File: src/rtl/sp_ram_requester.sv
// Request/response front end for a single-port, synchronous-read RAM.
// Reads are returned in order through a 2-entry buffer guarded by a credit check.
module sp_ram_requester #(
    parameter int unsigned ADDR_WIDTH = 8,
    parameter int unsigned DATA_WIDTH = 1
) (
    input  logic                  clk,
    input  logic                  rst_n,
    input  logic                  req_valid,
    output logic                  req_ready,
    input  logic                  req_we,
    input  logic [ADDR_WIDTH-1:0] req_addr,
    input  logic [DATA_WIDTH-1:0] req_wdata,
    output logic                  rsp_valid,
    input  logic                  rsp_ready,
    output logic [DATA_WIDTH-1:0] rsp_rdata,
    output logic                  ram_we,
    output logic [ADDR_WIDTH-1:0] ram_addr,
    output logic [DATA_WIDTH-1:0] ram_din,
    input  logic [DATA_WIDTH-1:0] ram_dout
);

    localparam int unsigned CNT_W = 2;
    localparam int unsigned OCC_W = 3;

    logic [CNT_W-1:0]      count_q, count_d;
    logic                  inflight_q, inflight_d;
    logic                  wr_ptr_q, wr_ptr_d;
    logic                  rd_ptr_q, rd_ptr_d;
    logic [DATA_WIDTH-1:0] mem_q [2];

    logic             fire;
    logic             pop;
    logic             capture;
    logic [OCC_W-1:0] occ;

    // Credit: buffered + in-flight reads, minus the entry leaving this cycle.
    always_comb begin
        occ       = OCC_W'(count_q) + OCC_W'(inflight_q) - OCC_W'(pop);
        req_ready = rst_n & (occ < OCC_W'(2));
    end

    assign fire      = req_valid & req_ready;
    assign pop       = rsp_valid & rsp_ready;
    assign capture   = inflight_q;

    assign ram_we    = fire & req_we;
    assign ram_addr  = req_addr;
    assign ram_din   = req_wdata;

    assign rsp_valid = (count_q != '0);
    assign rsp_rdata = mem_q[rd_ptr_q];

    always_comb begin
        inflight_d = fire & ~req_we;
        count_d    = count_q + CNT_W'(capture) - CNT_W'(pop);
        wr_ptr_d   = wr_ptr_q ^ capture;
        rd_ptr_d   = rd_ptr_q ^ pop;
    end

    always_ff @(posedge clk) begin
        if (!rst_n) begin
            count_q    <= '0;
            inflight_q <= 1'b0;
            wr_ptr_q   <= 1'b0;
            rd_ptr_q   <= 1'b0;
        end else begin
            count_q    <= count_d;
            inflight_q <= inflight_d;
            wr_ptr_q   <= wr_ptr_d;
            rd_ptr_q   <= rd_ptr_d;
        end
    end

    // Data storage needs no reset; occupancy is tracked by count_q.
    always_ff @(posedge clk) begin
        if (rst_n && capture) begin
            mem_q[wr_ptr_q] <= ram_dout;
        end
    end

endmodule

File: config.mk
export PLATFORM = sky130hd
export DESIGN_NAME = sp_ram_requester
export DESIGN_NICKNAME = d
export VERILOG_FILES = /design/src/rtl/sp_ram_requester.sv
export SDC_FILE = /design/constraint.sdc
export NUM_CORES = 1
export LEC_CHECK = 0
export ABC_AREA = 1
export CELL_PAD_IN_SITES_DETAIL_PLACEMENT = 1
export CELL_PAD_IN_SITES_GLOBAL_PLACEMENT = 1
export CORE_AREA = 8 8 45 47
export DETAILED_ROUTE_END_ITERATION = 16
export DIE_AREA = 0 0 53 55
export DONT_BUFFER_PORTS = 1
export MAX_ROUTING_LAYER = met4
export PLACE_DENSITY_LB_ADDON = 0.15
export REMOVE_ABC_BUFFERS = 1
export SLEW_MARGIN = 10
export SYNTH_ARGS = -nofsm -noshare
export SYNTH_HDL_FRONTEND = slang
export SYNTH_SLANG_ARGS = --single-unit
File: constraint.sdc
create_clock -name clk -period 5.5 [get_ports clk]
set_input_delay 1.1 -clock clk [delete_from_list [all_inputs] [get_ports clk]]
set_output_delay 1.1 -clock clk [all_outputs]
set_load 0.005 [all_outputs]
## After elaboration in Yosys (flattened, before gate mapping)

Memory sizes are Yosys's and may differ from the RTL's. A register that Yosys moved wholly into a read port is not among the register bits.
Index checks and enable logic that the tools add are counted.

- Register bits after elaboration: 5
- Latch bits: 0
- RAM bits: 2
- ROM bits: 0
- Memories: 1

Memories:

| memory | depth | bits a word | read ports | clocked after Yosys merged registers in | wr ports | line | source |
|---|---|---|---|---|---|---|---|
| mem_q | 2 | 1 | 1 | 1 | 1 | 30 | `logic [DATA_WIDTH-1:0] mem_q [2];` |

- $add $sub $neg: 4
- Multipliers: 0
- Div/mod/pow operators: 0
- Order comparisons: 1
- Equal/unequal tests: 0
- Shift-type cells: 0
- Muxes and demuxes: 3
- Bitwise operators: 8
- Reduce and logical (&&, ||, !) cells: 2

Operators by type and width:

| kind | count |
|---|---|
| 1-bit AND | 5 |
| 2-bit by 1-bit adder with 3-bit output | 1 |
| 3-bit by 2-bit < comparator with 1-bit output, second input constant | 1 |
| 1-bit 2-to-1 mux | 3 |
| 3-bit by 1-bit subtractor with 3-bit output | 1 |
| 2-bit by 1-bit adder with 2-bit output | 1 |
| 2-bit nonzero test | 1 |
| 2-bit by 1-bit subtractor with 2-bit output | 1 |
| 1-bit bitwise XOR | 2 |
| 1-bit logical AND | 1 |
| 1-bit inverter | 1 |

## Longest topological paths before layout

- Depth after elaboration: 7
- Mapped depth: 11
- Depth with buffers taken out: 11

## Least setup slack after synthesis

OpenSTA, ideal clock, no wires.

- Kind: input to output
- Start point: in rsp_ready
- End point: out ram_we
- Data arrival time: 2.466 ns
- Data required time: 4.400 ns
- Slack: 1.934 ns
- Cell stages on the path: 11
- Path buffers: 0
- Cell sequence: inv_1 -> nor2_2 -> ha_1 -> inv_1 -> ha_1 -> fa_1 -> inv_1 -> nand2_1 -> nor2_2 -> nand3_2 -> nor2_1

- Cells in the longest elaborated chain, start to end: 6

Ends and longest elaborated chain:

| what | line | source |
|---|---|---|
| from (decl) | 15 | `input logic rsp_ready,` |
| 1-bit AND | 44 | `assign pop = rsp_valid & rsp_ready;` |
| 3-bit by 1-bit subtractor with 3-bit output | 39 | `occ = OCC_W'(count_q) + OCC_W'(inflight_q) - OCC_W'(pop);` |
| 3-bit by 2-bit < comparator with 1-bit output | 40 | `req_ready = rst_n & (occ < OCC_W'(2));` |
| 1-bit AND | 40 |  |
| 1-bit AND | 43 | `assign fire = req_valid & req_ready;` |
| 1-bit AND | 47 | `assign ram_we = fire & req_we;` |
| to (decl) | 17 | `output logic ram_we,` |

No other way between the ends.

## Worst setup path in the final report

Same ends and word-level chain as after synthesis.

==> impl_results.md <==
- Status: complete, no violations
- Slowest CP cell: fa_1
- Final clock skew: 0.00706 ns
- FF-to-FF Start: count_q[1]
- GR Overflow Total: 0
- Critical path's largest stage delay: 0.47 ns
- MaxCap Viol Count: 0
- Synth top area share: 26.4%
- CP arrival: 2.59 ns
- Num ports: 28
- ANT cells: 0
- Count of input and output buffers: 0
- Area leader, netlist: dfxtp_1
- DR iter-0 viols: 3
- Via density: 4.60
- # H-tree levels: 1
- Clock Path Buffers: 2
- Synth Area in Compound Gates: 1.10%
- Adder-cell share of the synthesized area: 9.92%
- CTS tree: done
- Pleak: 0.206 nW
- Hpwl dp: 689 um
- Core area: 0.00138 mm^2
- Routed Antenna Nets: 0
- Antenna violations before repair: 0
- Register Area: 180 um^2
- Post-synth EDFFs: 2
- Register area share after synthesis: 39.7%
- Req. time, crit path: 4.40 ns
- Fraction of registers with async set/reset: 0%
- First-pass GRT wire length: 1410 um
- Crit path capture type: output port
- Total power: 0.199 mW
- RSZ-0062 raised after global routing: no
- Clock sink count: 8
- WS Path Type: input port to output port
- Filler cells: 178
- Netlist cell types: 15
- Largest family of logic cells by synthesized area: buffers and inverters
- Synth Register Bits: 8
- Xor-xnor portion of the synthesized cell area: 0%
- Cell breakdown of the critical path: inv_1 > nor2_2 > ha_1 > inv_1 > ha_1 > fa_1 > inv_1 > nand2_1 > nor2_2 > nand3_2 > nor2_1
- Die area: 0.00292 mm^2
- Post-detailed-route wirelength per cell: 12.3 um
- Root buf cell: clkbuf_4
- RePlAce Congestion: 0.677
- Mapped cell area: 454 um^2
- Fin nets: 70
- Total CTS buffers: 3
- Clock latency on the worst-skew pair: 0.25 ns
- Top_reg_cell synth: dfxtp_1
- Yosys warns: 0
- Via count: 308
- Final period util: 67.1%
- DRC Markers: 0
- F_max: 0.271 GHz
- Routed wire length: 822 um
- Chip height: 55 um
- Die span in x: 53 um
- Clock transition at path regs: 0.06 ns
- Initial Util: 32.8%
- Final Hold Viols: 0
- VDD IR max: 0.196 mV
- CP max FO: 2
- Hold crit path type: register to register
- Top cells by area, synth: dfxtp_1, buf_4, edfxtp_1
- Hold path start: wr_ptr_q
- Setup bufs post-CTS: 0
- Post-route insts no fill: 67
- Setup TNS: 0 ns
- Final slew viol count: 0
- Largest net degree at the start of global routing: 6
- Multi-input logic area: 161 um^2
- Slew margin rel.: 82.7%
- Min Tclk post-route: 3.69 ns
- Pre-antenna DRT Iters: 4
- CP Launch Type: input port
- Final setup viols: 0
- Pwr/cell area: 459 mW/mm^2
- Number of gates resized after cts: 0
- Total track usage: 6.96%
- Critical Path Most Common Cell: inv_1
- Top-count cell post-synth: inv_1
- Dpl cells: 63
- Post-synthesis mux area share: 2.48%
- Mapped Cells: 56
- FP Rows: 14
- Post-CTS Hold Buffers: 0
- Actual slew at the worst max-slew pin: 0.259 ns
- Area delta synth->final: -4.68%
- Post-synthesis simple-gate area fraction: 22.0%
- Post-synth top cells: inv_1, buf_4, nand2_1, nor2_1, dfxtp_1
- Share of layout cells above drive strength 1: 13.7%
- Crit path from: rsp_ready
- Vias in the first global route: 351
- Syn_area_per_cell: 8.11 um^2
==> final timing paths <==
| kind | endpoint | cells past startpoint | slack, ns |
|---|---|---|---|
| worst max-delay path | ram_we | 11 | 1.81 |
| worst max register to register | capture | 11 | 3.58 |
| worst min register to register | wr_ptr_q | 2 | 0.47 |
| worst min-delay path | wr_ptr_q | 2 | 0.47 |
==> through the flow <==
step,setup slack (ns),hold slack (ns),instance area [um^2],utilization (%)
final,1.81,0.472,433,31.3
after global routing,1.67,0.508,433,31.3
after CTS,1.79,0.476,433,31.3
after detailed placement,1.80,0.466,407,29.4
after global placement,1.84,0.450,407,29.4
after floorplan,1.93,0.442,387,-
==> cells in the final DEF (no fill, tap or decap), drive strengths merged <==
| cell type | netlist | layout |
|---|---|---|
| mux2 | 1 | 1 |
| nand3 | 2 | 2 |
| fa | 1 | 1 |
| ha | 2 | 2 |
| edfxtp | 2 | 2 |
| clkbuf | 0 | 4 |
| nor3b | 1 | 1 |
| nand2 | 8 | 8 |
| inv | 12 | 12 |
| dfxtp | 6 | 6 |
| a21oi | 1 | 1 |
| nor2 | 10 | 10 |
| nor3 | 1 | 1 |
==> critical path, delay by kind of cell <==
family	cells	cell delay (ns)
buf+inv	3	0.16
simple gates	5	0.41
fa+ha+maj	3	0.92
==> area by class of cell <==
class	instances	area share [%]
sequential	8	41.6
clock buffer	4	6.07
inverter	12	10.4
multi-input combinational	27	37.3
tap	16	4.62
==> cells by family (layout without fill, tap and decap cells) <==
| family | after synthesis | after routing |
|---|---|---|
| adder cells (fa/ha/maj) | 3 | 3 |
| AND/OR/NAND/NOR | 22 | 22 |
| AO/OA/AOI/OAI | 1 | 1 |
| buffers and inverters | 21 | 16 |
| flip-flops | 8 | 8 |
| multiplexers | 1 | 1 |
==> report_power, final <==
group	switching (mW)	leakage, nW	total, mW	internal [mW]
clock	0.0203	0.0150	0.0481	0.0278
sequential	0.00779	0.0671	0.0802	0.0724
combinational	0.0430	0.124	0.0704	0.0274
total	0.0711	0.206	0.199	0.128
==> layer usage <==
| metal | vias up | GRT usage [%] | routed length (um) |
|---|---|---|---|
| li1 | 148 | - | - |
| met2 | 23 | 9.96 | 399 |
| met3 | 0 | 5.88 | 122 |
| met4 | 0 | 5.17 | 0 |
| met1 | 137 | 5.85 | 299 |
| met5 | - | - | 0 |
No activity file was read; power rests on OpenSTA's default activity.
